## config.mk

```make
export PLATFORM = sky130hd
export DESIGN_NAME = bin2bcd_seq
export DESIGN_NICKNAME = d
export VERILOG_FILES = /design/src/rtl/bin2bcd_seq_pkg.sv /design/src/rtl/bin2bcd_seq_bcd_add3.sv /design/src/rtl/bin2bcd_seq.sv
export SDC_FILE = /design/constraint.sdc
export NUM_CORES = 1
export LEC_CHECK = 0
export ABC_AREA = 1
export BUFFER_PORTS_ARGS = -buffer_cell sky130_fd_sc_hd__buf_4
export CORE_ASPECT_RATIO = 2
export CORE_MARGIN = 2
export CORE_UTILIZATION = 60
export CTS_BUF_LIST = sky130_fd_sc_hd__clkbuf_4
export CTS_CLUSTER_SIZE = 8
export DETAILED_ROUTE_END_ITERATION = 7
export MAX_ROUTING_LAYER = met4
export PLACE_DENSITY = 0.85
export SLEW_MARGIN = 20
export SYNTH_ARGS = -nofsm -noshare
export SYNTH_HDL_FRONTEND = slang
export SYNTH_SLANG_ARGS = --single-unit
```

## constraint.sdc

```tcl
create_clock -name clk -period 3.65 [get_ports clk]
set_clock_uncertainty 0.15 [all_clocks]
set_input_delay 0.1825 -clock clk [delete_from_list [all_inputs] [get_ports clk]]
set_output_delay 0.1825 -clock clk [all_outputs]
set_load 0.02 [all_outputs]
```

## src/rtl/bin2bcd_seq_pkg.sv

```systemverilog
// Shared definitions for the iterative binary-to-BCD converter.
package bin2bcd_seq_pkg;

  typedef enum logic [0:0] {
    ST_IDLE  = 1'b0,
    ST_SHIFT = 1'b1
  } state_t;

  localparam int unsigned BCD_W       = 4;
  localparam int unsigned DISP_DIGITS = 4;

endpackage

```

## src/rtl/bin2bcd_seq_bcd_add3.sv

```systemverilog
// Double-dabble digit correction: add 3 to any BCD digit of 5 or more.
module bcd_add3 (
  input  logic [3:0] d,
  output logic [3:0] q
);

  always_comb begin
    q = (d >= 4'd5) ? d + 4'd3 : d;
  end

endmodule

```

## src/rtl/bin2bcd_seq.sv

```systemverilog
// Iterative shift-add-3 binary-to-BCD converter, one input bit per clock.
module bin2bcd_seq
  import bin2bcd_seq_pkg::*;
#(
  parameter int unsigned BIN_W  = 16,
  parameter int unsigned DIGITS = 5
) (
  input  logic                      clk,
  input  logic                      rst_n,
  input  logic                      start,
  input  logic [BIN_W-1:0]          bin,
  output logic                      busy,
  output logic                      done,
  output logic [BCD_W*DIGITS-1:0]   bcd,
  output logic [15:0]               disp,
  output logic                      ovf
);

  localparam int unsigned SCR_W  = BCD_W * DIGITS;
  localparam int unsigned DISP_W = BCD_W * DISP_DIGITS;
  localparam int unsigned CNT_W  = $clog2(BIN_W + 1);

  state_t             state_q;
  state_t             state_d;
  logic               accept;
  logic               last;
  logic [BIN_W-1:0]   shift_q;
  logic [SCR_W-1:0]   scratch_q;
  logic [SCR_W-1:0]   adj;
  logic [SCR_W-1:0]   scratch_nx;
  logic [CNT_W-1:0]   cnt_q;
  logic [SCR_W-1:0]   bcd_q;
  logic               ovf_q;
  logic               ovf_nx;
  logic               done_q;

  for (genvar i = 0; i < DIGITS; i++) begin : g_add3
    bcd_add3 u_add3 (
      .d (scratch_q[i*BCD_W +: BCD_W]),
      .q (adj[i*BCD_W +: BCD_W])
    );
  end

  assign scratch_nx = {adj[SCR_W-2:0], shift_q[BIN_W-1]};

  // The bit shifted out of the top digit is also folded into ovf; it can only be
  // set when DIGITS is too small for BIN_W.
  if (DIGITS > DISP_DIGITS) begin : g_ovf
    assign ovf_nx = adj[SCR_W-1] | (|scratch_nx[SCR_W-1:DISP_W]);
  end else begin : g_no_ovf
    assign ovf_nx = adj[SCR_W-1];
  end

  always_ff @(posedge clk or negedge rst_n) begin
    if (!rst_n) begin
      state_q <= ST_IDLE;
    end else begin
      state_q <= state_d;
    end
  end

  always_comb begin
    state_d = state_q;
    case (state_q)
      ST_IDLE:  if (start) state_d = ST_SHIFT;
      ST_SHIFT: if (last)  state_d = ST_IDLE;
      default:             state_d = ST_IDLE;
    endcase
  end

  always_comb begin
    busy   = (state_q == ST_SHIFT);
    accept = (state_q == ST_IDLE) && start;
    last   = (state_q == ST_SHIFT) && (cnt_q == CNT_W'(BIN_W - 1));
  end

  always_ff @(posedge clk or negedge rst_n) begin
    if (!rst_n) begin
      shift_q   <= '0;
      scratch_q <= '0;
      cnt_q     <= '0;
      bcd_q     <= '0;
      ovf_q     <= 1'b0;
      done_q    <= 1'b0;
    end else begin
      done_q <= last;
      if (accept) begin
        shift_q   <= bin;
        scratch_q <= '0;
        cnt_q     <= '0;
      end else if (busy) begin
        shift_q   <= {shift_q[BIN_W-2:0], 1'b0};
        scratch_q <= scratch_nx;
        cnt_q     <= cnt_q + CNT_W'(1);
        if (last) begin
          bcd_q <= scratch_nx;
          ovf_q <= ovf_nx;
        end
      end
    end
  end

  assign done = done_q;
  assign bcd  = bcd_q;
  assign disp = bcd_q[DISP_W-1:0];
  assign ovf  = ovf_q;

endmodule

```

After elaboration in Yosys (flattened, before gate mapping)

Index checks and enable logic that the tools add are counted.

Add/subtract/negate cells: 6
Order comparisons: 5
Eq/ne operators: 1
Multiplexer cells: 14
Bitwise operators: 3
Reductions and logical operators: 5

Operator list:

| cell                | count |
|---|---|
| $mux 20             | 2 |
| $mux 16             | 2 |
| $add 4x2->4 const B | 5 |
| $ge 4x3->1 const B  | 5 |
| $mux 4              | 5 |
| $mux 5              | 2 |
| $add 5x1->5 const B | 1 |
| $eq 5x4->1 const B  | 1 |
| $reduce_or 4->1     | 1 |
| $reduce_and 3->1    | 1 |
| $logic_and 1x1->1   | 2 |
| $mux 1              | 2 |
| $not 1->1           | 2 |
| $pmux 1 s2          | 1 |
| $reduce_bool 2->1   | 1 |
| $or 1x1->1          | 1 |

Register bits after elaboration: 64
Bits of input ports: 19
Output and inout port bits: 39
Word-level logic and storage cells: 41

Longest topological paths before layout

Word-level depth: 4
Depth in mapped cells: 10
Mapped depth without buffers: 10

Cells and area by module

Synthesis repeated with hierarchy kept, for this count alone.

Cell total of the unflattened synthesis: 411
Area, all modules: 3318.2 um^2

By module, submodules not included:

| module      | times used | cells each | area each (um^2) | seq. area each (um^2) |
|---|---|---|---|---|
| bin2bcd_seq | 1          | 296        | 2642.5           | 1601.5 |
| bcd_add3    | 5          | 23         | 135.1            | 0.0 |

Least setup slack after synthesis

Ideal clock, no wire load.

Kind: register to register
Start point: register cnt_q[0]
End point: register ovf_q (netlist: ovf)
Data arrival time: 1.416 ns
Data required time: 3.429 ns
Setup slack: 2.013 ns
Stages on the path, launching flop included: 10
Buffers on the path: 1
Cells stage by stage: dfrtp_1 > ha_1 > and3_1 > ha_1 > nand2_1 > buf_6 > clkinv_2 > nand3_1 > nor2_1 > nor2_1

Cells in the longest elaborated chain, start to end: 3

Ends and longest elaborated chain:

| what                              | RTL line          | RTL |
|---|---|---|
| start: declaration                | bin2bcd_seq.sv:31 | `logic [CNT_W-1:0] cnt_q;` |
| start signal: assignment          | bin2bcd_seq.sv:94 | `cnt_q <= cnt_q + CNT_W'(1);` |
| $eq 5x4->1                        | bin2bcd_seq.sv:74 | `last = (state_q == ST_SHIFT) && (cnt_q == CNT_W'(BIN_W - 1));` |
| $logic_and 1x1->1                 | bin2bcd_seq.sv:74 |  |
| via last                          | bin2bcd_seq.sv:26 | `logic last;` |
| $reduce_and 3->1 (no source line) | --                |  |
| end signal: assignment            | bin2bcd_seq.sv:97 | `ovf_q <= ovf_nx;` |
| end: declaration                  | bin2bcd_seq.sv:33 | `logic ovf_q;` |

The timed path passes the listed nets, and every way through them passes these cells.
A chain may end at the register's enable or synchronous reset.

Final worst setup path

Start point: register state_q (netlist: busy)
End point: register shift_q[8]

Cells in the longest elaborated chain, start to end: 3
Elaborated cells on any way between the ends: 4
Those cells by class: mux: 1; bitwise: 1; reduce/logical: 2

Ends and longest elaborated chain:

| what                                         | RTL line          | RTL |
|---|---|---|
| start: declaration                           | bin2bcd_seq.sv:23 | `state_t state_q;` |
| start signal: assignment                     | bin2bcd_seq.sv:58 | `state_q <= state_d;` |
| $not 1->1                                    | --                |  |
| $logic_and 1x1->1                            | bin2bcd_seq.sv:73 | `accept = (state_q == ST_IDLE) && start;` |
| $mux 16 or $reduce_bool 2->1 (tied branches) | --                |  |
| end signal: assignment                       | bin2bcd_seq.sv:88 | `shift_q <= bin;` |
| end signal: assignment                       | bin2bcd_seq.sv:92 | `shift_q <= {shift_q[BIN_W-2:0], 1'b0};` |
| end: declaration                             | bin2bcd_seq.sv:27 | `logic [BIN_W-1:0] shift_q;` |

Parallel ways exist; a longest one is shown, timed or not.

==> Implementation_results.wiki <==
{| class="wikitable"
! Metric !! Value
|-
| Static power due to leakage || between 1.5 and 2 nW
|-
| Area growth, synth to finish || 19.9%
|-
| Die Height || between 100 and 150 µm
|-
| Place WS || 1.56 ns
|-
| Clk Latency, worst-skew pair || between 0.4 and 0.5 ns
|-
| Sum of routed wire segments on met1 || between 2000 and 2500 µm
|-
| Area fraction of the dominant cell type after synthesis || 0.524
|-
| Largest area contributor in the synthesized netlist || sky130_fd_sc_hd__dfrtp_1
|-
| Total setup violations reported at the end of the flow || 0
|-
| Category of the worst setup path launch point || flop
|-
| Crit path buf inv count || 3
|-
| Highest Clock Rate || 393 MHz
|-
| Maximum vdd ir drop || between 0.6 and 0.7 mV
|-
| Warning count from the yosys run || 0
|-
| Largest net degree at the start of global routing || 65
|-
| Root Driver || sky130_fd_sc_hd__clkbuf_4
|-
| Post-synthesis average cell area || roughly 9.2 µm²
|-
| Number of cells after detailed placement || 420
|-
| Remaining global-route overflow || 0
|-
| Arr. time, crit path || 2.76 ns
|-
| Overall power || 0.00327 W
|-
| Clock tree from TritonCTS || yes
|-
| WL met3 || 266 µm
|-
| Die Footprint || 0.00572 mm²
|-
| Core Footprint || around 0.0049 mm²
|-
| Minimum period implied by the final worst setup slack || approximately 2.5 ns
|-
| RSZ-0062 raised after global routing || no
|-
| Pre-antenna DRT Iters || 4
|-
| Synthesized area || 0.00306 mm²
|-
| Logic pwr share || 0.505
|-
| Least-Margin Pin Slew || 0.794 ns
|-
| Final #Nets || around 430
|-
| Total number of clock tree sinks || 64
|-
| Count of unresolved DRC violations after routing || 0
|-
| PostCTS Resize Cnt || 0
|-
| Internal power of the cells || 0.00181 W
|-
| Top delay family on crit path || buffers and inverters
|-
| Flop pwr share || 0.380
|-
| GP Congestion || around 0.77
|-
| Proportion of layout cells with a drive suffix above 1 || 0.195
|-
| Clock share of power || 0.115
|-
| Post-route clock period utilization || 0.698
|-
| Post-detailed-route via-to-cell ratio || 5.54
|-
| Initial standard-cell utilization of the core || 0.623
|-
| Maximum single-stage delay on the critical path || a little over 0.6 ns
|-
| Count of non-filler cells in the finished layout || ~460
|-
| Quantity of hold-fixing buffers added after cts || 21
|-
| Vias in the first global route || between 2k and 3k
|-
| Wire length of the first global-routing pass || approximately 11000 µm
|-
| Net switching power figure || between 0.001 and 0.0015 W
|-
| Floorplan row count || 36
|-
| Dominant cells by area after synthesis || sky130_fd_sc_hd__dfrtp_1 (52%), sky130_fd_sc_hd__nand2_1 (10%), sky130_fd_sc_hd__o21ai_0 (5.2%), sky130_fd_sc_hd__ha_1 (4.9%), sky130_fd_sc_hd__inv_1 (4.5%)
|-
| Total of max-cap violations || 0
|-
| Synthesized netlist cell count || 333
|-
| Worst relative slew slack || 0.471
|-
| Timing startpoint of the critical path || busy
|-
| Max-slew violations || 0
|-
| Setup slack after layout || between 1 and 1.5 ns
|-
| Net Count, Synth || 364
|-
| Share of the yosys chip area belonging to registers || 0.524
|-
| Ordered cell list for the critical path || inv_2 -> nand2_1 -> inv_2 -> nand2_1 -> o211ai_1 -> dlygate4sd3_1
|-
| Half-perimeter wire length of the detailed placement result || about 4400 µm
|-
| FF-to-FF End || shift_q[8]
|-
| Hold Violations, Final || 0
|-
| Diode count || 0
|-
| Number of levels in the clock H-tree || 3
|-
| Total global routing track utilization || 0.265
|-
| Switching portion of total power || 0.448
|-
| Total length of routed wires || approximately 6600 µm
|-
| EDFF count, synth || 0
|-
| Prevailing post-synth register cell || sky130_fd_sc_hd__dfrtp_1
|-
| Yosys cell types || 27
|-
| Critical path fanouts, max || 30
|-
| Maximum buffer depth of the clock tree || 2
|-
| Worst hold slack || roughly 0.21 ns
|-
| Most frequent cell after synthesis || sky130_fd_sc_hd__nand2_1
|-
| Outcome || completed
|-
| CP max-delay cell || sky130_fd_sc_hd__dfrtp_1
|-
| Via Count || approximately 2.5k
|-
| Wire length per cell after detailed routing || 14.4 µm
|-
| Number of storage elements in the synthesis netlist || 64
|-
| Depth of the worst register-to-register path || 6
|-
| Power density normalized to cell area || a little under 900 mW/mm²
|-
| Cell types with the highest counts after synthesis || sky130_fd_sc_hd__nand2_1 (85), sky130_fd_sc_hd__dfrtp_1 (64), sky130_fd_sc_hd__inv_1 (37), sky130_fd_sc_hd__o21ai_0 (32), sky130_fd_sc_hd__o22ai_1 (18)
|-
| Post-CTS Repair Setup Buffers || 0
|-
| Critical Path End Type || flop
|-
| Summed negative setup slack over all endpoints || 0 ns
|-
| Number of top-level pins || 58
|-
| Total of buffers placed on input and output ports || 57
|-
| Number of antenna violations at the first check in global routing || 0
|-
| Floorplan die width || 54.5 µm
|-
| Number of buffers created by CTS || 9
|-
| Async SR Flop Fraction || 1.00
|-
| Clock slew at the register clock pins of the worst setup and hold paths || about 0.1 ns
|-
| Reg2Reg Setup Slack || 1.10 ns
|-
| Iteration-0 DRC count of the detailed router || between 70 and 80
|-
| Length of routed met2 wiring || 3640 µm
|-
| Highest metal layer with signal wires || met4
|-
| R2R Path Start || busy
|-
| Critical path data required time || around 3.9 ns
|-
| Classification of the worst setup path || reg -> reg
|-
| Final antenna-violating net count || 0
|-
| Hold WC Path Type || in -> async
|}
## stage by stage
step           area (µm²)  utilization
2_1_floorplan        3060            -
3_3_place_gp         3350        0.683
3_5_place_dp         3350        0.683
4_1_cts              3660        0.746
5_1_grt              3660        0.746
6_report             3660        0.746
## power groups by stage
stage | clock [W] | combinational (W) | sequential, W
final | 0.000377 | 0.00165 | 0.00124
after floorplan | 0 | 0.00109 | 0.00132
after detailed placement | 0 | 0.00162 | 0.00125
after global placement | 0 | 0.00155 | 0.00124
after CTS | 0.000384 | 0.00166 | 0.00124
after global routing | 0.000415 | 0.00185 | 0.00128
## sequential cells by signal, indices dropped and copies added, names as in the netlist
signal     count
bcd           20
shift_q       16
scratch_q     20
busy           1
done           1
ovf            1
cnt_q          5
## how the worst max path moves through the flow
stage | to | slack, ns | cells after the start
after floorplan | ovf | 2.01 | 9
after global placement | bcd[7] | 1.65 | 6
after detailed placement | bcd[3] | 1.56 | 6
after CTS | shift_q[8] | 1.15 | 6
after global routing | shift_q[8] | 0.93 | 6
final | shift_q[8] | 1.10 | 6
## cell usage in the layout, fill, tap and decap left out, types with 3 or more instances in the layout
cell type,synthesis,final
sky130_fd_sc_hd__a22oi_1,3,3
sky130_fd_sc_hd__dfrtp_1,64,64
sky130_fd_sc_hd__nand3_1,9,9
sky130_fd_sc_hd__o21ai_1,10,10
sky130_fd_sc_hd__nand4_1,3,3
sky130_fd_sc_hd__ha_1,12,12
sky130_fd_sc_hd__nor2_1,4,4
sky130_fd_sc_hd__inv_1,37,37
sky130_fd_sc_hd__o22ai_1,18,18
sky130_fd_sc_hd__buf_4,16,58
sky130_fd_sc_hd__clkbuf_4,0,10
sky130_fd_sc_hd__inv_2,3,3
sky130_fd_sc_hd__o211ai_1,3,3
sky130_fd_sc_hd__dlygate4sd3_1,0,21
sky130_fd_sc_hd__o221ai_1,9,9
sky130_fd_sc_hd__nand2_1,85,85
sky130_fd_sc_hd__o21ai_0,32,32
sky130_fd_sc_hd__clkinv_2,1,3
sky130_fd_sc_hd__xor2_1,4,4
## logic make-up after synthesis
| group | after synthesis | synth area share |
|---|---|---|
| flops | 64 | 0.524 |
| xor+xnor | 4 | 0.0115 |
| simple gates | 106 | 0.142 |
| buf+inv | 69 | 0.120 |
| compound gates | 78 | 0.154 |
| fa+ha+maj | 12 | 0.0491 |
## metal layers
layer | GRT usage | vias to the layer above
li1 | - | 1226
met1 | 0.284 | 1216
met2 | 0.449 | 71
met3 | 0.0614 | 15
met4 | 0.104 | 0
met5 | - | -
## final cells by class
cell class                      instances  area, µm²
Sequential cell                        64       1600
Timing Repair Buffer                   79        646
Fill cell                             351       1250
Multi-Input combinational cell        200       1090
Inverter                               41        155
Tap cell                               57       71.3
Clock buffer                           10       75.1
Clock inverter                          5       25.0
(Power assumes the default switching activity.)
